===== src/rtl/snn_step_controller.sv =====
// SNN time-step controller: synchronises the SPI-domain ready flags, generates
// the periodic step strobe from the latched divider and hands one captured
// spike vector to the network per step.
module snn_step_controller #(
  parameter int DIV_W   = 8,
  parameter int SPIKE_W = 8,
  parameter int CNT_W   = 16
) (
  input  logic               clk,
  input  logic               reset,
  input  logic               clk_div_ready,
  input  logic               input_spike_ready,
  input  logic [DIV_W-1:0]   div_value,
  input  logic [SPIKE_W-1:0] spike_in,
  output logic               step_pulse,
  output logic [SPIKE_W-1:0] spikes_out,
  output logic               spikes_valid,
  output logic               running,
  output logic [CNT_W-1:0]   step_count
);

  typedef enum logic [1:0] {IDLE, LOAD, RUN} state_e;

  state_e             state_q;
  logic [2:0]         div_sync_q;   // [0]=s1, [1]=s2, [2]=s3
  logic [2:0]         spk_sync_q;
  logic [DIV_W-1:0]   div_reg_q;
  logic [DIV_W-1:0]   cnt_q;
  logic               step_pulse_q;
  logic               running_q;
  logic [CNT_W-1:0]   step_count_q;
  logic               pending_q;
  logic [SPIKE_W-1:0] pending_vec_q;
  logic [SPIKE_W-1:0] spikes_out_q;
  logic               spikes_valid_q;

  logic div_rise, div_fall, spk_rise, step_d;

  // Edge detect on the synchronised levels (s2 vs s3).
  assign div_rise = div_sync_q[1] & ~div_sync_q[2];
  assign div_fall = ~div_sync_q[1] & div_sync_q[2];
  assign spk_rise = spk_sync_q[1] & ~spk_sync_q[2];

  // A step fires when the period counter wraps in RUN; a stop request wins.
  assign step_d = (state_q == RUN) && !div_fall && (cnt_q == div_reg_q);

  // Three-flop synchronisers for both asynchronous ready levels.
  always_ff @(posedge clk) begin
    if (reset) begin
      div_sync_q <= '0;
      spk_sync_q <= '0;
    end else begin
      div_sync_q <= {div_sync_q[1:0], clk_div_ready};
      spk_sync_q <= {spk_sync_q[1:0], input_spike_ready};
    end
  end

  // Control FSM with registered step strobe, running flag and step counter.
  always_ff @(posedge clk) begin
    if (reset) begin
      state_q      <= IDLE;
      div_reg_q    <= '0;
      cnt_q        <= '0;
      step_pulse_q <= 1'b0;
      running_q    <= 1'b0;
      step_count_q <= '0;
    end else begin
      step_pulse_q <= step_d;
      if (step_d) step_count_q <= step_count_q + 1'b1;
      case (state_q)
        IDLE: begin
          running_q <= 1'b0;
          if (div_rise) begin
            state_q      <= LOAD;
            div_reg_q    <= div_value;
            cnt_q        <= '0;
            step_count_q <= '0;
          end
        end
        LOAD: begin
          if (div_fall) begin
            state_q   <= IDLE;
            running_q <= 1'b0;
          end else begin
            state_q   <= RUN;
            running_q <= 1'b1;
          end
        end
        RUN: begin
          if (div_fall) begin
            state_q   <= IDLE;
            running_q <= 1'b0;
            cnt_q     <= '0;
          end else if (cnt_q == div_reg_q) begin
            cnt_q <= '0;
          end else begin
            cnt_q <= cnt_q + 1'b1;
          end
        end
        default: begin
          state_q   <= IDLE;
          running_q <= 1'b0;
        end
      endcase
    end
  end

  // Spike capture and hand-off: a step consumes the vector pending before the
  // edge, so a capture on the same edge becomes pending for the next step.
  always_ff @(posedge clk) begin
    if (reset) begin
      pending_q      <= 1'b0;
      pending_vec_q  <= '0;
      spikes_out_q   <= '0;
      spikes_valid_q <= 1'b0;
    end else begin
      spikes_valid_q <= 1'b0;
      if (step_d) begin
        spikes_out_q   <= pending_q ? pending_vec_q : '0;
        spikes_valid_q <= pending_q;
        pending_q      <= 1'b0;
      end
      if (spk_rise) begin
        pending_vec_q <= spike_in;
        pending_q     <= 1'b1;
      end
    end
  end

  assign step_pulse   = step_pulse_q;
  assign spikes_out   = spikes_out_q;
  assign spikes_valid = spikes_valid_q;
  assign running      = running_q;
  assign step_count   = step_count_q;

endmodule


===== config.mk =====
export PLATFORM = sky130hd
export DESIGN_NAME = snn_step_controller
export DESIGN_NICKNAME = d
export VERILOG_FILES = /design/src/rtl/snn_step_controller.sv
export SDC_FILE = /design/constraint.sdc
export NUM_CORES = 1
export LEC_CHECK = 0
export BUFFER_PORTS_ARGS = -buffer_cell sky130_fd_sc_hd__clkbuf_2
export CAP_MARGIN = 20
export CORE_UTILIZATION = 54
export DETAILED_ROUTE_END_ITERATION = 10
export PLACE_DENSITY = 0.82
export SETUP_SLACK_MARGIN = 0.05
export SYNTH_ARGS = -nofsm -noshare
export SYNTH_HDL_FRONTEND = slang
export SYNTH_SLANG_ARGS = --single-unit

===== constraint.sdc =====
create_clock -name clk -period 2.65 [get_ports clk]
set_clock_uncertainty 0.15 [all_clocks]
set_input_delay 0.3975 -clock clk [delete_from_list [all_inputs] [get_ports clk]]
set_output_delay 0.3975 -clock clk [all_outputs]
set_load 0.005 [all_outputs]

==> results of run 1 <==
## registers in the layout, indices dropped and copies added (netlist names), 2 cells and up
name	flops
cnt_q	8
pending_vec_q	8
step_count	16
div_reg_q	8
spikes_out	8
state_q	2
div_sync_q	3
spk_sync_q	3
## final cells by class
| type | count | area (um2) | area share [%] |
|---|---|---|---|
| flip-flops and latches | 60 | 1200 | 42.2 |
| multi-input cells | 206 | 1160 | 40.9 |
| repair buffers | 47 | 238 | 8.36 |
| clock buffers | 14 | 153 | 5.37 |
| well taps | 52 | 65.1 | 2.29 |
| inverters | 4 | 15.0 | 0.528 |
| clock inverters | 2 | 10.0 | 0.352 |
## worst max-delay path by stage
stage	startpoint	to	slack (ps)
final	cnt_q[6]	step_count[12]	440
after global routing	cnt_q[6]	step_count[12]	300
after CTS	cnt_q[6]	step_count[12]	480
after detailed placement	cnt_q[6]	step_count[12]	520
after global placement	cnt_q[6]	step_count[12]	580
after floorplan	cnt_q[3]	step_count[11]	790
## cell families after synthesis
kind of cell / count (synthesis) / synth area share (%)
buf+inv: 18 / 3.23
flops: 60 / 49.2
compound gates: 57 / 12.3
fa+ha+maj: 2 / 1.02
simple gates: 129 / 27.8
mux: 1 / 0.410
xor+xnor: 17 / 6.10
## worst max-delay path: cells and delay by family (launching register included)
kind	cells	cell delay (ps)
compound gates	1	140
xor+xnor	1	200
flops	1	340
simple gates	3	1300
## metrics by stage
step	std cells	instance area [um2]
detailed placement	369	2680
global route	385	2840
finish	385	2840
floorplan	284	2440
CTS	385	2840
global placement	369	2680
## routing by layer
metal | wire length [um] | vias to the layer above | part of all wire (%) | global-route usage, %
met1 | 2360 | 969 | 49 | 29.5
met5 | 0 | - | 0 | 0
met2 | 2250 | 44 | 46 | 33.1
met3 | 165 | 8 | 3.4 | 4.94
li1 | - | 1063 | - | -
met4 | 77 | 0 | 1.6 | 9.07
## power groups by stage
stage	Sequential [mW]	Combinational [mW]	Clock (mW)
2_1_floorplan	0.947	0.0695	0
3_3_place_gp	0.951	0.0902	0
3_5_place_dp	0.952	0.0920	0
4_1_cts	0.932	0.0926	0.699
5_1_grt	0.934	0.104	0.737
6_report	0.932	0.0926	0.695
## cell usage in the layout (no fill, tap or decap), types with 4 or more instances in the layout
cell      count
a21oi_1      42
clkbuf_1      4
clkbuf_2     46
clkbuf_8     10
dfxtp_1      60
inv_1         4
nand2_1      50
nand2b_1      5
nand3_1      14
nand4_1       7
nor2_1       18
nor2b_1       7
o21ai_0      10
or3_1        11
xnor2_1       6
xor2_1       11
==> results.py, run 1 <==
metrics = {
    "run_status": {
        "outcome": "completed",
    },
    "critical_path": {
        "start_kind": "register",
        "rrSetupSlack_ps": 440,
        "cp_slowest_cell": "or4_1",
        "cpPeakStageDelay_ps": 490,
        "r2r_start": "cnt_q[6]",
        "cp.arrival_ps": 2310,
        "required_ps": 2760,
        "crit_chain": "xor2_1, nor4_4, nand4_2, or4_1, a21oi_1",
        "timing.rr.end": "step_count[12]",
        "reg2reg_depth": 5,
        "crit_path_end_kind": "register",
        "path_class": "register to register",
        "crit_fanout": 13,
    },
    "cts": {
        "cts_setup_buffers": 0,
        "h-tree-depth": 3,
        "cts_tree": "done",
        "cts.sinks": 60,
        "clk_pin_slew_ps": 60,
        "cts-root-buf": "clkbuf_8",
        "cts_buffers": 9,
        "hold_buffers": 0,
        "clk_path_buf_depth": 2,
        "cts_resized": 0,
        "clock_latency_ps": 330,
    },
    "min_path": {
        "hp-start": "input_spike_ready",
        "hold_path.class": "input port to register",
        "hold_path_depth": 2,
        "worst_hold_path.endpoint": "spk_sync_q[0]",
    },
    "placed_design": {
        "routabilityCongestion": 0.786,
        "port_buffers": 46,
        "place_ws_ps": 517,
        "dp_hpwl_um": 3350,
    },
    "flow_run": {
        "cap_violations": 0,
    },
    "pwr": {
        "p_sw_mw": 0.401,
        "combPwrFrac_pct": 5.4,
        "p_int_mw": 1.32,
        "power.density_mw_per_mm2": 605,
        "p_leak_nw": 1.15,
        "swShare_pct": 23.3,
        "clkPwrFrac_pct": 40.4,
        "seqPwrFrac_pct": 54.2,
        "power.total_mw": 1.72,
        "ir_worst_vdd_v": 0.000402,
    },
    "yosys": {
        "ys_ff_latch": 60,
        "synth.distinct_cells": 32,
        "synth_edf_count": 0,
        "syn_avg_cell_area_um2": 8.60,
        "synth_ff_type": "dfxtp_1",
        "synth_area_leaders": "dfxtp_1 (49%), a21oi_1 (8.6%), nand2_1 (7.7%)",
        "synthArstFlopShare_pct": 0,
        "syn_area_mm2": 0.00244,
        "yosysMostFrequentCell": "dfxtp_1",
        "yosysTopAreaCellShare_pct": 49.2,
        "synth_commonest_cells": "dfxtp_1 (60), nand2_1 (50), a21oi_1 (42)",
        "yosysWarnings": 0,
        "syn_nets": 306,
        "synth_cells": 284,
        "synth_seq_area_share_pct": 49.2,
        "synth.largest_area_cell": "dfxtp_1",
    },
    "die": {
        "io_pins": 47,
        "die_h_um": 69.3,
        "initial_core_util_pct": 56.1,
        "fp.coreArea_mm2": 0.00435,
        "row_count": 24,
        "fp.dieArea_mm2": 0.00480,
        "die_x_um": 69.3,
    },
    "global_route": {
        "grt_max_degree": 34,
        "grt_use_total_pct": 21.7,
        "grt_antenna_before_repair": 0,
        "grt_first_pass_wirelength_um": 8470,
        "grt_pass1_vias": 1973,
        "grt_overflow": 0,
    },
    "sta": {
        "tns_ps": 0,
        "timing.fmax_ghz": 0.453,
        "fin_ws_ps": 443,
        "drv_slew": 0,
        "hold_viol_final": 0,
        "setup-violations-final": 0,
        "rsz0062_at_grt": "false",
        "post-route-min-period_ps": 2210,
        "slew_headroom_pct": 44.1,
        "fin_crit_sh_pct": 83.3,
        "tightest_slew_ps": 832,
        "whs_ps": 125,
    },
    "final_layout": {
        "area_growth_pct": 16.4,
        "n_fill_cell": 346,
        "fin_util_pct": 65.3,
        "antennaDiodeCount": 0,
        "final_layout_size_suffix_gt1_share_pct": 20.4,
        "fin_nets": 350,
    },
    "drt": {
        "first_iter_violations": 118,
        "avgRoutedWirePerCell_um": 12.6,
        "dr.pass1.iters": 4,
        "drc_errors": 0,
        "avgViaCountPerCell": 5.41,
        "wl_um": 4860,
        "vias": 2084,
        "drtAntennaViolNets": 0,
    },
}
Note: power is estimated with default switching activity, not from simulation.
==> run 2: changes to the inputs <==
CORE_UTILIZATION = 49   (was 54)
PLACE_DENSITY = 0.79   (was 0.82)
clock period = 2 ns   (was 2.65 ns; I/O delays follow)
==> run 2 against run 1 <==
  * The run now ends with negative setup slack left
  * Non-clock buffer count increased by 21
  * Critical path type unchanged
  * Critical endpoint is now step_count[5]
  * Global-route usage increased by 0.34 points
  * Via count increased by 7.5%
  * Sequential power increased by 32%
  * Sequential share of layout area decreased by 4.0 points
  * Highest routed layer unchanged
  * Wire length increased by 15%
  * Cell area increased by 11%
  * Sequential cell count unchanged
==> results.py, run 2 (synthesis gave the netlist of run 1 again) <==
metrics = {
    "final_layout": {
        "final_area_mm2": 0.00315,
        "largest_reg_flops": 16,
        "final_layout_size_suffix_gt1_share_pct": 30.5,
        "multi_input_area_mm2": 0.00123,
        "seqCellArea_mm2": 0.00120,
        "antennaDiodeCount": 0,
        "n_fill_cell": 381,
        "finalNonFillerCells": 421,
        "fin_nets": 371,
        "fin_util_pct": 66.3,
        "area_growth_pct": 29.0,
        "final_common_cell": "dfxtp_1",
        "final_cell_mix": "dfxtp_1 (58), nand2_1 (50), clkbuf_2 (46)",
    },
    "die": {
        "fp.dieArea_mm2": 0.00527,
        "initial_core_util_pct": 51.4,
        "die_h_um": 72.6,
        "die_x_um": 72.6,
        "row_count": 25,
        "fp.coreArea_mm2": 0.00475,
        "io_pins": 47,
    },
    "pwr": {
        "p_leak_nw": 1.26,
        "power.density_mw_per_mm2": 829,
        "ir_worst_vdd_v": 0.000743,
    },
    "sta": {
        "drv_slew": 0,
        "post-route-min-period_ps": 2060,
        "fin_ws_ps": -59.4,
        "fin_crit_sh_pct": 103,
        "setup-violations-final": 5,
        "slew_headroom_pct": 58.1,
        "timing.fmax_ghz": 0.486,
        "tightest_slew_ps": 627,
        "hold_viol_final": 0,
        "rsz0062_at_grt": "true",
    },
    "run_status": {
        "outcome": "complete, but fails checks",
        "violations": "negative setup slack",
    },
    "cts": {
        "clock_latency_ps": 340,
        "cts-root-buf": "clkbuf_8",
        "cts_buffers": 9,
        "clk_path_buf_depth": 2,
        "h-tree-depth": 3,
        "clk_pin_slew_ps": 70,
        "cts.sinks": 60,
        "cts_tree": "done",
    },
    "critical_path": {
        "path_class": "register to register",
        "reg2reg_depth": 6,
        "rrSetupSlack_ps": -60,
        "crit_fanout": 5,
        "start_kind": "register",
        "cp.arrival_ps": 2170,
        "required_ps": 2110,
        "crit_path_end_kind": "register",
    },
    "min_path": {
        "hold_path_depth": 2,
        "hold_path.class": "input port to register",
    },
    "placed_design": {
        "dp_hpwl_um": 3600,
        "place_ws_ps": 93.6,
        "dp.cells": 403,
        "port_buffers": 46,
        "routabilityCongestion": 0.880,
        "place_area_mm2": 0.00284,
    },
    "drt": {
        "avgViaCountPerCell": 5.32,
        "dr.pass1.iters": 4,
        "drc_errors": 0,
        "vias": 2241,
        "first_iter_violations": 126,
        "drtAntennaViolNets": 0,
        "wl_um": 5590,
        "avgRoutedWirePerCell_um": 13.3,
    },
    "flow_run": {
        "cap_violations": 0,
    },
    "global_route": {
        "grt_pass1_vias": 2018,
        "grt_max_degree": 32,
        "grt_first_pass_wirelength_um": 8890,
        "grt_use_total_pct": 22.0,
        "grt_overflow": 0,
        "grt_antenna_before_repair": 0,
    },
}
==> run 2: cell types whose count changed in the layout (fill, tap and decap cells not counted), sizes merged <==
cell	delta
buf	+21
bufinv	+2
clkbuf	-4
clkinvlp	+1
inv	+1
==> run 2: area by class of cell <==
| cell class | count | share of cell area [%] |
|---|---|---|
| multi-input combinational | 206 | 38.9 |
| clock inverter | 6 | 2.74 |
| sequential | 60 | 38.2 |
| inverter | 4 | 0.476 |
| clock buffer | 10 | 4.37 |
| timing repair buffer | 68 | 12.7 |
| tap | 67 | 2.66 |
==> run 2: worst max-delay path, cell delays in order (launching register included) <==
cell and delay [ps]:
dfxtp_2 340, xor2_2 190, nor4b_4 310, buf_4 200
nand4_1 230, or3_1 400, a21oi_1 170
==> run 2: layer usage <==
layer	track usage [%]	vias up	part of all wire, %	wire (um)
li1	-	1102	-	-
met4	10.5	0	2.6	148
met2	35.5	72	50	2780
met1	28.4	1049	43	2430
met3	4.14	18	4.3	242
met5	0	-	0	0
==> run 2: what timing repair did <==
action	4_1_cts	5_1_grt
pin swaps	4	5
gates resized for setup	0	18
setup endpoints to repair	2	30
buffers inserted	1	1
hold buffers	0	0
==> run 2: path summary, 6_finish.rpt <==
path	start	end
worst max register to register	cnt_q[3]	step_count[5]
worst min-delay path	input_spike_ready	spk_sync_q[0]
worst min register to register	spk_sync_q[0]	spk_sync_q[1]
worst max-delay path	cnt_q[3]	step_count[5]
==> run 2: where the power goes <==
| part | switching [mW] | leakage [nW] | total, mW | internal (mW) |
|---|---|---|---|---|
| combinational | 0.0881 | 0.663 | 0.158 | 0.0695 |
| clock | 0.486 | 0.113 | 1.22 | 0.735 |
| sequential | 0.0172 | 0.487 | 1.23 | 1.22 |
| total | 0.591 | 1.26 | 2.61 | 2.02 |
==> run 2: metrics by stage <==
step                      power [mW]  hold slack (ps)  TNS, ps
after global routing            2.68             28.1     -608
after global placement          1.40              272        0
after floorplan                 1.35              264        0
final                           2.61             15.9    -96.1
after CTS                       2.61             16.9        0
after detailed placement        1.40              294        0
